### config.mk
export PLATFORM = sky130hd
export DESIGN_NAME = gcd_request_ctrl
export DESIGN_NICKNAME = d
export VERILOG_FILES = /design/src/rtl/gcd_request_ctrl.sv
export SDC_FILE = /design/constraint.sdc
export NUM_CORES = 1
export LEC_CHECK = 0
export CORE_ASPECT_RATIO = 1.1
export CORE_UTILIZATION = 55
export DETAILED_ROUTE_END_ITERATION = 8
export DONT_BUFFER_PORTS = 1
export PLACE_DENSITY = 0.7
export SETUP_SLACK_MARGIN = 0.4
export SLEW_MARGIN = 20
export SYNTH_ARGS = -nofsm -noshare
export SYNTH_HDL_FRONTEND = slang
export SYNTH_SLANG_ARGS = --single-unit
### constraint.sdc
create_clock -name Clock -period 6.05 [get_ports Clock]
set_input_delay 0.9075 -clock Clock [delete_from_list [all_inputs] [get_ports Clock]]
set_output_delay 0.9075 -clock Clock [all_outputs]
set_load 0.02 [all_outputs]
### src/rtl/gcd_request_ctrl.sv
// Valid/ready front end for the next_GCD core: 2-entry operand FIFO, Go/Done
// sequencing and local zero-operand bypass. Optional WAIT watchdog: GCD_TIMEOUT_EN.
module gcd_request_ctrl #(
  parameter int unsigned WIDTH          = 5,
  parameter int unsigned TIMEOUT_CYCLES = 64
) (
  input  logic             Clock,
  input  logic             Reset,
  input  logic             InValid,
  output logic             InReady,
  input  logic [WIDTH-1:0] InX,
  input  logic [WIDTH-1:0] InY,
  output logic [WIDTH-1:0] GcdX,
  output logic [WIDTH-1:0] GcdY,
  output logic             GcdGo,
  input  logic             GcdDone,
  input  logic [WIDTH-1:0] GcdResult,
  output logic             OutValid,
  input  logic             OutReady,
  output logic [WIDTH-1:0] OutX,
  output logic [WIDTH-1:0] OutY,
  output logic [WIDTH-1:0] OutGcd,
  output logic             OutErr
);

  localparam int unsigned DEPTH = 2;
  localparam int unsigned CNT_W = 2;

  typedef enum logic [1:0] {S_IDLE, S_ISSUE, S_WAIT, S_HOLD} state_t;

  if (TIMEOUT_CYCLES < 1) begin : g_bad_timeout
    $error("TIMEOUT_CYCLES must be at least 1");
  end

  state_t           r_state;
  state_t           w_state_nxt;

  logic [WIDTH-1:0] r_fifo_x [DEPTH];
  logic [WIDTH-1:0] r_fifo_y [DEPTH];
  logic             r_wr_ptr;
  logic             r_rd_ptr;
  logic [CNT_W-1:0] r_count;
  logic [CNT_W-1:0] w_count_nxt;
  logic             r_in_ready;

  logic [WIDTH-1:0] r_gcd_x;
  logic [WIDTH-1:0] r_gcd_y;
  logic             r_go;
  logic             r_out_valid;
  logic [WIDTH-1:0] r_out_x;
  logic [WIDTH-1:0] r_out_y;
  logic [WIDTH-1:0] r_out_gcd;

  logic             w_push;
  logic             w_pop;
  logic             w_head_zero;
  logic             w_timeout;
  logic [WIDTH-1:0] w_head_x;
  logic [WIDTH-1:0] w_head_y;

  assign w_push      = InValid & r_in_ready;
  assign w_pop       = (r_state == S_IDLE) && (r_count != '0);
  assign w_head_x    = r_fifo_x[r_rd_ptr];
  assign w_head_y    = r_fifo_y[r_rd_ptr];
  assign w_head_zero = (w_head_x == '0) || (w_head_y == '0);

  // FIFO occupancy; InReady is re-registered from the next count
  always_comb begin
    w_count_nxt = r_count;
    if (w_push && !w_pop) begin
      w_count_nxt = r_count + CNT_W'(1);
    end else if (!w_push && w_pop) begin
      w_count_nxt = r_count - CNT_W'(1);
    end
  end

  always_ff @(posedge Clock) begin
    if (Reset) begin
      r_wr_ptr   <= 1'b0;
      r_rd_ptr   <= 1'b0;
      r_count    <= '0;
      r_in_ready <= 1'b1;
    end else begin
      if (w_push) r_wr_ptr <= ~r_wr_ptr;
      if (w_pop)  r_rd_ptr <= ~r_rd_ptr;
      r_count    <= w_count_nxt;
      r_in_ready <= (w_count_nxt < CNT_W'(DEPTH));
    end
  end

  always_ff @(posedge Clock) begin
    if (w_push) begin
      r_fifo_x[r_wr_ptr] <= InX;
      r_fifo_y[r_wr_ptr] <= InY;
    end
  end

  always_ff @(posedge Clock) begin
    if (Reset) begin
      r_state <= S_IDLE;
    end else begin
      r_state <= w_state_nxt;
    end
  end

  always_comb begin
    w_state_nxt = r_state;
    case (r_state)
      S_IDLE:  if (w_pop) w_state_nxt = w_head_zero ? S_HOLD : S_ISSUE;
      S_ISSUE: w_state_nxt = S_WAIT;
      S_WAIT:  if (GcdDone || w_timeout) w_state_nxt = S_HOLD;
      S_HOLD:  if (OutReady) w_state_nxt = S_IDLE;
      default: w_state_nxt = S_IDLE;
    endcase
  end

  // Go and OutValid are registered copies of the next-state decode
  always_ff @(posedge Clock) begin
    if (Reset) begin
      r_go        <= 1'b0;
      r_out_valid <= 1'b0;
      r_gcd_x     <= '0;
      r_gcd_y     <= '0;
      r_out_x     <= '0;
      r_out_y     <= '0;
      r_out_gcd   <= '0;
    end else begin
      r_go        <= (w_state_nxt == S_ISSUE);
      r_out_valid <= (w_state_nxt == S_HOLD);
      if (w_pop) begin
        r_out_x <= w_head_x;
        r_out_y <= w_head_y;
        if (w_head_zero) begin
          r_out_gcd <= w_head_x | w_head_y;
        end else begin
          r_gcd_x <= w_head_x;
          r_gcd_y <= w_head_y;
        end
      end
      if (r_state == S_WAIT) begin
        if (GcdDone) begin
          r_out_gcd <= GcdResult;
        end else if (w_timeout) begin
          r_out_gcd <= '0;
        end
      end
    end
  end

`ifdef GCD_TIMEOUT_EN
  localparam int unsigned TMO_W = $clog2(TIMEOUT_CYCLES) + 1;

  logic [TMO_W-1:0] r_tmo;
  logic             r_out_err;

  // r_tmo holds the number of WAIT cycles already spent
  assign w_timeout = (r_tmo == TMO_W'(TIMEOUT_CYCLES - 1));

  always_ff @(posedge Clock) begin
    if (Reset) begin
      r_tmo     <= '0;
      r_out_err <= 1'b0;
    end else begin
      if (r_state == S_ISSUE) begin
        r_tmo <= '0;
      end else if (r_state == S_WAIT) begin
        r_tmo <= r_tmo + TMO_W'(1);
      end
      if (w_pop) begin
        r_out_err <= 1'b0;
      end else if (r_state == S_WAIT) begin
        if (GcdDone) begin
          r_out_err <= 1'b0;
        end else if (w_timeout) begin
          r_out_err <= 1'b1;
        end
      end
    end
  end

  assign OutErr = r_out_err;
`else
  assign w_timeout = 1'b0;
  assign OutErr    = 1'b0;
`endif

  assign InReady  = r_in_ready;
  assign GcdX     = r_gcd_x;
  assign GcdY     = r_gcd_y;
  assign GcdGo    = r_go;
  assign OutValid = r_out_valid;
  assign OutX     = r_out_x;
  assign OutY     = r_out_y;
  assign OutGcd   = r_out_gcd;

endmodule

### Word-level counts from Yosys, hierarchy flattened

Memories as Yosys holds them, arrays and structs flattened. A register that Yosys moved wholly into a read port is not among the register bits.
Cells that the tools add are included.

* memories kept: 2
* register bits after elaboration: 34
* bits of input ports: 20
* bits in writable memories: 20
* logic and storage cells: 55
* output and inout bits: 29

* muxes and demuxes: 17
* magnitude comparators: 1
* bitwise logic cells: 5
* add/sub/neg operators: 2
* equal/unequal tests: 5
* reduce and logical (&&, ||, !) cells: 11

Memories
* r_fifo_x: words 2, bits a word 5, rd ports 1, clocked after Yosys merged registers in 1, wr ports 1, RTL line 38 `logic [WIDTH-1:0] r_fifo_x [DEPTH];`
* r_fifo_y: words 2, bits a word 5, rd ports 1, clocked after Yosys merged registers in 1, wr ports 1, RTL line 39 `logic [WIDTH-1:0] r_fifo_y [DEPTH];`

Operators by type and width (number)
* 2-to-1 mux 5 bit: 4
* 2-to-1 mux 2 bit: 6
* logical NOT 5 bit: 2
* one-hot mux 2 bit (4 select lines): 1
* == test 2 bit, second input constant: 3
* 2-to-1 mux 1 bit: 6
* OR 5 bit: 1
* == test 2 x 1 -> 1 bit, second input constant: 2
* logical AND 1 bit: 3
* inverter 1 bit: 3
* adder 2 x 1 -> 2 bit, second input constant: 1
* logical NOT 1 bit: 2
* logical NOT 2 bit: 1
* < comparator 2 bit, second input constant: 1
* AND reduction 2 bit: 1
* nonzero test 2 bit: 1
* subtractor 2 x 1 -> 2 bit, second input constant: 1
* AND 1 bit: 1
* logical OR 1 bit: 1

### Depth between registers and ports, before layout

Gate-level depths: netlist of the first run.

* word-level depth: 6
* gate-level depth with buffers: 12
* depth with buffers taken out: 9

### Worst setup path before layout of the first run

Ideal clock, no wire load.

* path type: flip-flop to flip-flop
* start: reg r_count[0]
* end: reg r_in_ready, in the netlist InReady
* data required time: 5936 ps
* setup time: 114 ps
* setup slack: 3980 ps
* clock period less this slack: 2070 ps
* stages on the path, launching flop included: 13
* buffers on the path: 3
* arrival time: 1956 ps
* cell sequence: dfxtp_1 inv_1 ha_1 or3_1 buf_6 clkinv_2 buf_6 buf_2 ha_1 nor3b_1 a221oi_1 nor2_1 inv_1

* word-level cells in the longest chain between the ends: 6
* elaborated cells on any way between the ends: 10
* those cells by class: 2 x add/sub; 1 x order compare; 2 x mux; 5 x reduce/logical

Ends and longest elaborated chain
* from (decl): RTL line 42 `logic [CNT_W-1:0] r_count;`
* from (signal assigned): RTL line 86 `r_count <= w_count_nxt;`
* nonzero test 2 bit (*): RTL line 62 `assign w_pop = (r_state == S_IDLE) && (r_count != '0);`
* logical AND 1 bit (*): RTL line 62
* named net w_pop: RTL line 55 `logic w_pop;`
* logical AND 1 bit / logical NOT 1 bit (equally long branches): RTL line 72, 70
* 2-to-1 mux 2 bit / logical AND 1 bit (equally long branches): RTL line 72, 70
* 2-to-1 mux 2 bit (*): RTL line 70 `if (w_push && !w_pop) begin`
* < comparator 2 bit (*): RTL line 87 `r_in_ready <= (w_count_nxt < CNT_W'(DEPTH));`
* to (signal assigned): RTL line 87
* to (decl): RTL line 44 `logic r_in_ready;`

The timed path passes the listed nets; every way through them passes the cells marked *.
A chain may end at the register's enable or synchronous reset.

==> impl_metrics.csv, run 1 <==
group,metric,value,unit
status,status,"finished clean",
sta,hold_viol_final,0,
placement,gp_congestion,0.820,
yosys,synth_xor_area_frac,0.00756,
clocking,cts.path.max_buffers,2,
global_route,grt_pass1_wl,6910,µm
yosys,synth_cell_types,38,
yosys,synth.net_count,222,
detailed_routing,ant_nets,0,
setup_path,end_kind,"register",
layout,layout-drive-gt1-share,0.0785,
setup_path,path_class,"register to register",
setup_path,reg2reg_slack,3.68,ns
detailed_routing,num_vias,1515,
sta,fin_worst_skew,0.0103,ns
power_and_ir_drop,clockPowerShare,0.138,
setup_path,required,6.26,ns
setup_path,cp_max_fo,18,
power_and_ir_drop,power.internal,0.000774,W
clocking,numCtsBuffers,5,
setup_path,cp-start-kind,"register",
setup_path,reg2reg_depth,4,
sta,worst_pin_slew,1.02,ns
clocking,cts_setup_buffers,0,
yosys,ys_seq_elements,55,
sta,max_freq,0.423,GHz
sta,rsz0062_at_grt,"no",
yosys,synthesis.area,2320,µm²
yosys,synth_compound_area_frac,0.164,
floorplanning,die_area,4480,µm²
detailed_routing,dr.pass1.iters,4,
floorplanning,io_pins,49,
layout,area.growth.synth_to_final,0.702,%
floorplanning,num_rows,24,
global_route,grt_usage,0.202,
clocking,clock_sinks,55,
clocking,clk_pin_slew,0.09,ns
clocking,htree_num_levels,2,
placement,hpwl,3150,µm
yosys,post_synth_mux_area_share,0.0432,
setup_path,timing.rr.end,"GcdY[1]",
sta,final.period_utilization,0.391,
clocking,tritoncts,"yes",
setup_path,arrival,2.57,ns
power_and_ir_drop,power.switching,0.000566,W
global_route,antenna_found_initial,0,
power_and_ir_drop,power_switching_share,0.422,
job,maxCapViolCount,0,
hold_path,worstHoldPathCells,2,
hold_path,hold_class,"register to register",
hold_path,hold_path.startpoint,"r_rd_ptr",
detailed_routing,first_iter_violations,88,
sta,fin_crit,2.37,ns
clocking,cts-hold-fix-buffers,0,
power_and_ir_drop,p_leak,0.773,nW
sta,tns,0,ns
yosys,synth_top_family_by_area,"compound AO/OA/AOI/OAI gates",
detailed_routing,drcViolationCount,0,
yosys,synth_warnings,0,
sta,whs,0.525,ns
sta,finalWorstSetupSlack,3.68,ns
setup_path,crit_slowest_cell,"dfxtp_1",
yosys,yosysSeqAreaShare,0.562,
power_and_ir_drop,power_frac_comb,0.348,
detailed_routing,wl_per_cell,17.4,µm
detailed_routing,drt_wl_total,4230,µm
placement,place_ws,3.74,ns
floorplanning,start_util,0.580,
layout,antenna_cells,0,
floorplanning,fp.dieW,63.9,µm
sta,finalSetupViolCount,0,
yosys,synthSimpleGateAreaFrac,0.140,
layout,final_nets,214,
yosys,postSynthAreaPerCell,11.6,µm²
power_and_ir_drop,seq_power_share,0.515,
detailed_routing,via_per_inst,6.23,
global_route,grt_start_max_net_pins,39,
setup_path,slowest_delay,0.82,ns
power_and_ir_drop,p_per_area,575,nW/µm²
clocking,insertion_delay,0.30,ns
clocking,cts_resized,0,
sta,timing.final.max_slew_violations,0,
setup_path,crit_chain,"nor3_1, o22ai_1, a31oi_1, a211oi_1",
placement,portBuffers,0,
global_route,first_global_vias,1507,
floorplanning,fp.coreArea,3990,µm²
power_and_ir_drop,vdd_drop_max,0.282,mV
floorplanning,die_y,70.1,µm
global_route,grt-ovfl-total,0,
yosys,syn-instance-count,199,
yosys,synth_fa_ha_area_frac,0.0162,
sta,slew_headroom,0.318,
clocking,clock-root-buffer,"clkbuf_8",
[worst max-delay path, delay by kind of cell, from the launching register on]
family           cells  cell delay [ns]
AND/OR/NAND/NOR      1             0.19
flip-flops           1             0.82
AO/OA/AOI/OAI        3             1.27
[through the flow]
step | total power (W) | std cells | util | cell area (µm²)
2_1_floorplan | 0.00112 | 199 | - | 2320
3_3_place_gp | 0.00113 | 236 | 0.565 | 2260
3_5_place_dp | 0.00116 | 236 | 0.565 | 2260
4_1_cts | 0.00134 | 243 | 0.584 | 2330
5_1_grt | 0.00143 | 243 | 0.584 | 2330
6_report | 0.00134 | 243 | 0.584 | 2330
[power groups by stage]
stage / logic (W) / registers [W] / clock network, W
2_1_floorplan: 0.000467 / 0.000656 / 0
3_3_place_gp: 0.000440 / 0.000693 / 0
3_5_place_dp: 0.000463 / 0.000700 / 0
4_1_cts: 0.000464 / 0.000692 / 0.000189
5_1_grt: 0.000523 / 0.000705 / 0.000200
6_report: 0.000466 / 0.000690 / 0.000184
[worst max path at each step]
stage / cells past startpoint / endpoint / slack [ns] / startpoint
2_1_floorplan: 12 / InReady / 3.98 / r_count[0]
3_3_place_gp: 9 / InReady / 3.82 / r_count[0]
3_5_place_dp: 9 / InReady / 3.74 / r_count[0]
4_1_cts: 9 / InReady / 3.73 / r_count[0]
5_1_grt: 4 / GcdY[1] / 3.45 / register
6_report: 4 / GcdY[1] / 3.68 / register
[placed cells by master (no fill, tap or decap)]
cell type,synthesis,layout
nor3_1,8,8
inv_1,6,6
a211oi_1,15,15
a21oi_1,9,9
xor2_1,1,1
xnor2_1,1,1
ha_1,3,3
clkinv_2,1,1
and3b_1,1,1
o22ai_1,2,2
nor4_2,1,1
nand3b_1,1,1
and3_1,1,1
nor4b_4,2,2
nor3_4,1,1
clkbuf_8,0,5
o22a_1,2,2
nor4_1,6,6
mux2i_1,10,10
a31oi_1,9,9
o31ai_1,1,1
o211a_1,1,1
or3_1,2,2
a221oi_1,1,1
conb_1,1,1
a211oi_2,4,4
o221ai_1,5,5
edfxtp_1,20,20
clkbuf_2,0,1
nand2_1,4,4
o21ai_0,3,3
nor2_1,18,18
dfxtp_1,35,35
nor3b_1,3,3
nand3_1,6,6
clkbuf_1,3,1
[metal layers]
metal,GRT usage,part of all wire,vias to the layer above
li1,-,-,731
met1,0.244,0.43,708
met2,0.324,0.46,64
met3,0.0703,0.078,12
met4,0.0884,0.027,0
met5,0,0,-
[cells in the mapped netlist, drive strengths merged]
cell type  instances  area [µm²]
a211oi            19         163
a21oi              9        45.0
a221oi             1        8.76
a31oi              9        56.3
and3               1        6.26
and3b              1        8.76
buf               12         115
clkbuf             3        11.3
clkinv             1        5.00
conb               1        3.75
dfxtp             35         701
edfxtp            20         601
ha                 3        37.5
inv                6        22.5
mux2i             10         100
nand2              4        15.0
nand3              6        30.0
nand3b             1        7.51
nor2              18        67.6
nor3               9        56.3
nor3b              3        22.5
nor4               7        50.1
nor4b              2        47.6
o211a              1        10.0
o21ai              3        15.0
o221ai             5        43.8
o22a               2        17.5
o22ai              2        12.5
o31ai              1        7.51
or3                2        12.5
xnor2              1        8.76
xor2               1        8.76
[logic make-up (layout without fill, tap and decap cells)]
logic type	Yosys count	after routing
AND/OR/NAND/NOR	54	54
other	1	1
AO/OA/AOI/OAI	52	52
buffers and inverters	22	14
flip-flops	55	55
adder cells (fa/ha/maj)	3	3
multiplexers	10	10
XOR/XNOR	2	2
[cell type report]
type	count	area [µm²]
Sequential cell	55	1300
Inverter	7	27.5
Tap cell	52	65.1
Multi-Input combinational cell	122	862
Fill cell	330	1660
Clock buffer	7	77.6
[sequential cells by signal, indices dropped and copies added, names as in the netlist, named ones only]
name and flops:
GcdX 5, OutGcd 5, r_fifo_y 10, OutY 5, GcdY 5, OutX 5
r_wr_ptr 1, GcdGo 1, r_count 2, r_state 2, OutValid 1, InReady 1
r_rd_ptr 1, r_fifo_x 10
No activity file was read; power rests on OpenSTA's default activity.
==> inputs of run 2 (changes only) <==
Settings changed: PLACE_DENSITY 0.7 to 0.73.
Clock period 6.05 ns to 2.15 ns, I/O delays scaled along.
==> run 2 against run 1 <==
Net effect:
- flip-flop and latch count stayed put
- non-clock buffer count is 7 higher
- largest power group unchanged
- register-to-register slack worse by 3.3 ns
- highest routed layer unchanged
- critical path type unchanged
- utilization rose by 6.1 points
==> impl_metrics.csv, run 2 (same netlist as run 1, synthesis figures left out) <==
group,metric,value,unit
power_and_ir_drop,p_per_area,1710,nW/µm²
detailed_routing,num_vias,1563,
floorplanning,fp.coreArea,3990,µm²
power_and_ir_drop,power.internal,0.00263,W
floorplanning,die_y,70.1,µm
sta,max_freq,0.581,GHz
sta,tns,0,ns
sta,slew_headroom,0.575,
clocking,htree_num_levels,2,
global_route,grt_usage,0.207,
placement,hpwl,3280,µm
power_and_ir_drop,p_leak,0.848,nW
sta,rsz0062_at_grt,"yes",
clocking,clock-root-buffer,"clkbuf_8",
layout,final_nets,221,
detailed_routing,first_iter_violations,95,
sta,hold_viol_final,0,
layout,top_regs,"r_fifo_x (10), r_fifo_y (10)",
sta,fin_worst_skew,0.00920,ns
setup_path,cp-start-kind,"register",
detailed_routing,drt_wl_total,4540,µm
global_route,grt-ovfl-total,0,
setup_path,cp_max_fo,4,
detailed_routing,wl_per_cell,18.1,µm
layout,layout-drive-gt1-share,0.221,
status,status,"finished clean",
power_and_ir_drop,seq_power_share,0.441,
clocking,clk_pin_slew,0.09,ns
detailed_routing,drcViolationCount,0,
layout,area.growth.synth_to_final,11.3,%
placement,gp_congestion,0.814,
setup_path,end_kind,"register",
clocking,cts-hold-fix-buffers,0,
floorplanning,start_util,0.580,
clocking,cts.path.max_buffers,2,
power_and_ir_drop,clockPowerShare,0.168,
floorplanning,num_rows,24,
power_and_ir_drop,power_switching_share,0.402,
setup_path,arrival,1.93,ns
power_and_ir_drop,vdd_drop_max,0.805,mV
floorplanning,io_pins,49,
clocking,clock_sinks,55,
clocking,numCtsBuffers,5,
clocking,insertion_delay,0.31,ns
detailed_routing,dr.pass1.iters,4,
sta,fin_crit,1.72,ns
setup_path,path_class,"register to register",
power_and_ir_drop,power.switching,0.00177,W
layout,layout_common_cells,"32 x dfxtp_1, 20 x edfxtp_1, 17 x nor2_1, 15 x a211oi_1, 10 x mux2i_1",
layout,fin_util,0.646,
sta,final.period_utilization,0.800,
sta,worst_pin_slew,0.638,ns
detailed_routing,ant_nets,0,
job,maxCapViolCount,0,
detailed_routing,via_per_inst,6.23,
global_route,grt_start_max_net_pins,37,
sta,whs,0.0656,ns
global_route,antenna_found_initial,0,
clocking,tritoncts,"yes",
layout,antenna_cells,0,
placement,portBuffers,0,
floorplanning,die_area,4480,µm²
power_and_ir_drop,power_frac_comb,0.391,
floorplanning,fp.dieW,63.9,µm
global_route,first_global_vias,1493,
sta,timing.final.max_slew_violations,0,
layout,final_common_cell,"dfxtp_1",
hold_path,hold_class,"input pin to register",
global_route,grt_pass1_wl,7020,µm
sta,finalSetupViolCount,0,
setup_path,required,2.36,ns
run 2: power groups by stage:
stage               clock, W  sequential [W]  combinational (W)
floorplan                  0         0.00185            0.00140
global placement           0         0.00194            0.00142
detailed placement         0         0.00196            0.00149
CTS                 0.000745         0.00194            0.00152
global route        0.000773         0.00198            0.00189
finish              0.000738         0.00194            0.00172
run 2: cell type report:
| cell class | count | area (µm²) |
|---|---|---|
| timing repair buffer | 7 | 77.6 |
| inverter | 7 | 31.3 |
| clock inverter | 1 | 30.0 |
| fill | 300 | 1420 |
| sequential | 55 | 1310 |
| multi-input combinational | 122 | 970 |
| clock buffer | 7 | 97.6 |
| tap | 52 | 65.1 |
run 2: path summary, 6_finish.rpt:
kind / startpoint / to / slack [ns] / cells after the start
setup / recovery: r_count[1] / InReady / 0.43 / 9
hold / removal: Reset / OutY[0] / 0.07 / 1
hold reg to reg: r_count[0] / r_count[0] / 0.51 / 2
setup reg to reg: r_count[1] / InReady / 0.43 / 9
run 2: critical path: stages (launching register included):
cell      delay (ns)
dfxtp_2         0.36
inv_2           0.05
ha_4            0.14
or3_4           0.42
clkinv_4        0.09
ha_4            0.13
nor3b_4         0.18
a221oi_2        0.06
nor2_1          0.13
inv_1           0.05
run 2: what timing repair did:
action / CTS / global route
setup buffers: 0 / 3
setup endpoints to repair: 21 / 15
pin swaps: 0 / 6
gates resized for setup: 7 / 13
run 2: stage by stage:
| step | power, W | instance area (µm²) | instances | worst slack (ns) |
|---|---|---|---|---|
| floorplan | 0.00325 | 2360 | 199 | 0.296 |
| global placement | 0.00336 | 2330 | 240 | 0.171 |
| detailed placement | 0.00344 | 2330 | 240 | 0.0594 |
| CTS | 0.00420 | 2480 | 248 | 0.417 |
| global route | 0.00465 | 2580 | 251 | 0.331 |
| finish | 0.00440 | 2580 | 251 | 0.429 |
run 2: routing by layer:
layer  up-vias  global-route usage  routed length (µm)
met5         -                   0                   0
met4         0               0.104                  73
met3         5              0.0425                 334
met2        64               0.352                2340
met1       744               0.244                1800
li1        750                   -                   -
==> variant, RTL diff (flow settings as in run 2) <==
The option `GCD_TIMEOUT_EN` is turned on by a define.
--- a/src/rtl/gcd_request_ctrl.sv
+++ b/src/rtl/gcd_request_ctrl.sv
@@ -2,2 +2,4 @@
 // sequencing and local zero-operand bypass. Optional WAIT watchdog: GCD_TIMEOUT_EN.
+`define GCD_TIMEOUT_EN
+
 module gcd_request_ctrl #(
Formal check against the unedited RTL: no difference found for any inputs over 10 cycles, from zero or initial values and one cycle with Reset high; that may be too few to reach the edited logic, so the function may still have changed.
==> variant against run 2 <==
- power up 1.3%
- setup slack improved by 0.074 ns
- design area is 9.3% higher
- sequential cell count is 8 higher
- routed wire length grew 3.9%
- via count grew 7.2%
- combinational power down 20%
- area after synthesis increased by 10%
==> variant: results (changes against run 2) <==
[clocking]
cts.repair.resized=2  ; -5
cts_buffers=9  ; +4
clkTransAtPathRegs_ns=0.07  ; -0.02 ns

[worst_setup_path]
cp.arrival_ns=1.88  ; -0.05 ns
reg2reg_from=r_count[0]
crit_fanout=5  ; +1
cp-startpoint=r_count[0]

[global_route]
use_met3_pct=9.94  ; +5.7 points
grt_pass1_wl_um=7310  ; +4.2%
grt_pass1_vias=1564  ; +4.8%
met1_usage_pct=24.1  ; -0.34 points

[yosys]
syn_inst=230  ; +16%
syn_nets=254  ; +14%
ys_seq_area_share_pct=57.3  ; +1.1 points
synthTopCellsByArea=dfxtp_1 (34%), edfxtp_1 (24%), nor2_1 (6.2%), a211oi_2 (4.4%), mux2i_1 (4.3%)

[placement]
placed_cell_area_um2=2570  ; +11%
hpwl_um=3330  ; +1.5%
dp_slack_ns=0.416  ; +0.357 ns
dp.cells=277  ; +15%
gp_congestion=0.794  ; -2.5%

[timing]
slew-limit-headroom_pct=68.9  ; +11 points
finClkSkew_ns=0.0106  ; +0.00141 ns
fin_crit_sh_pct=76.6  ; -3.5 points

[routing]
wl_per_cell_um=15.9  ; -12%
wl_um=4720  ; +3.9%
vias=1676  ; +7.2%
drt_iter0_drc=93  ; -2.1%

[finish]
top_regs=r_fifo_x (10), r_fifo_y (10), r_tmo (7)
nets=262  ; +19%
utilization_pct=64.3  ; -0.22 points
filler_cell_count=351  ; +17%

[power_and_ir_drop]
power_switching_w=0.00171  ; -3.5%

[run_status]
status=finished, final reports clean

variant: changes by cell type in the layout (fill, tap and decap cells not counted), sizes merged, moves of 7 or more:
cell	delta
dfxtp	+8
nand2	+7
nor2	+25
a31oi	-7
variant: cell families (layout without fill, tap and decap cells):
group,after synthesis,after routing,share of synthesized area (%)
compound gates,46,46,14.1
xor+xnor,5,5,1.72
fa+ha+maj,4,4,1.96
buf+inv,20,33,4.56
flops,63,63,57.3
mux,11,11,4.32
simple gates,81,81,16.0
variant: worst min-delay path by stage:
stage,start,end,slack [ns],depth (start not counted)
after detailed placement,Reset,GcdY[4],0.39,1
after CTS,Reset,GcdY[0],0.03,1
after floorplan,InX[0],r_fifo_x[0][0],0.42,0
after global placement,Reset,GcdY[0],0.39,1
final,Reset,OutY[1],0.05,1
after global routing,Reset,GcdY[0],0.02,1
variant: metal layers:
metal  vias up  routed length [um]
met2        48                2210
met1       776                2010
met3        13                 359
met5         -                   0
li1        839                   -
met4         0                 142
variant: worst max-delay path, cell delays in order, from the launching register on:
cell and delay (ns):
dfxtp_2 0.33, inv_1 0.04, ha_1 0.21, nor3_4 0.25
inv_2 0.12, ha_4 0.18, nor3b_1 0.17, a221oi_1 0.07
nor2_1 0.13, inv_1 0.05
variant: area by class of cell:
cell class              count  share of cell area, %
clock inverters             4                   1.60
multi-input cells         147                   35.1
well taps                  54                   2.40
repair buffers             10                   2.71
flip-flops and latches     63                   52.1
inverters                   7                  0.933
clock buffers              12                   5.15
variant: power by group through the flow:
stage	clock [W]	sequential [W]	combinational, W
6_report	0.000989	0.00209	0.00138
4_1_cts	0.00100	0.00209	0.00131
2_1_floorplan	0	0.00198	0.00123
3_5_place_dp	0	0.00212	0.00130
5_1_grt	0.00105	0.00213	0.00155
3_3_place_gp	0	0.00211	0.00127
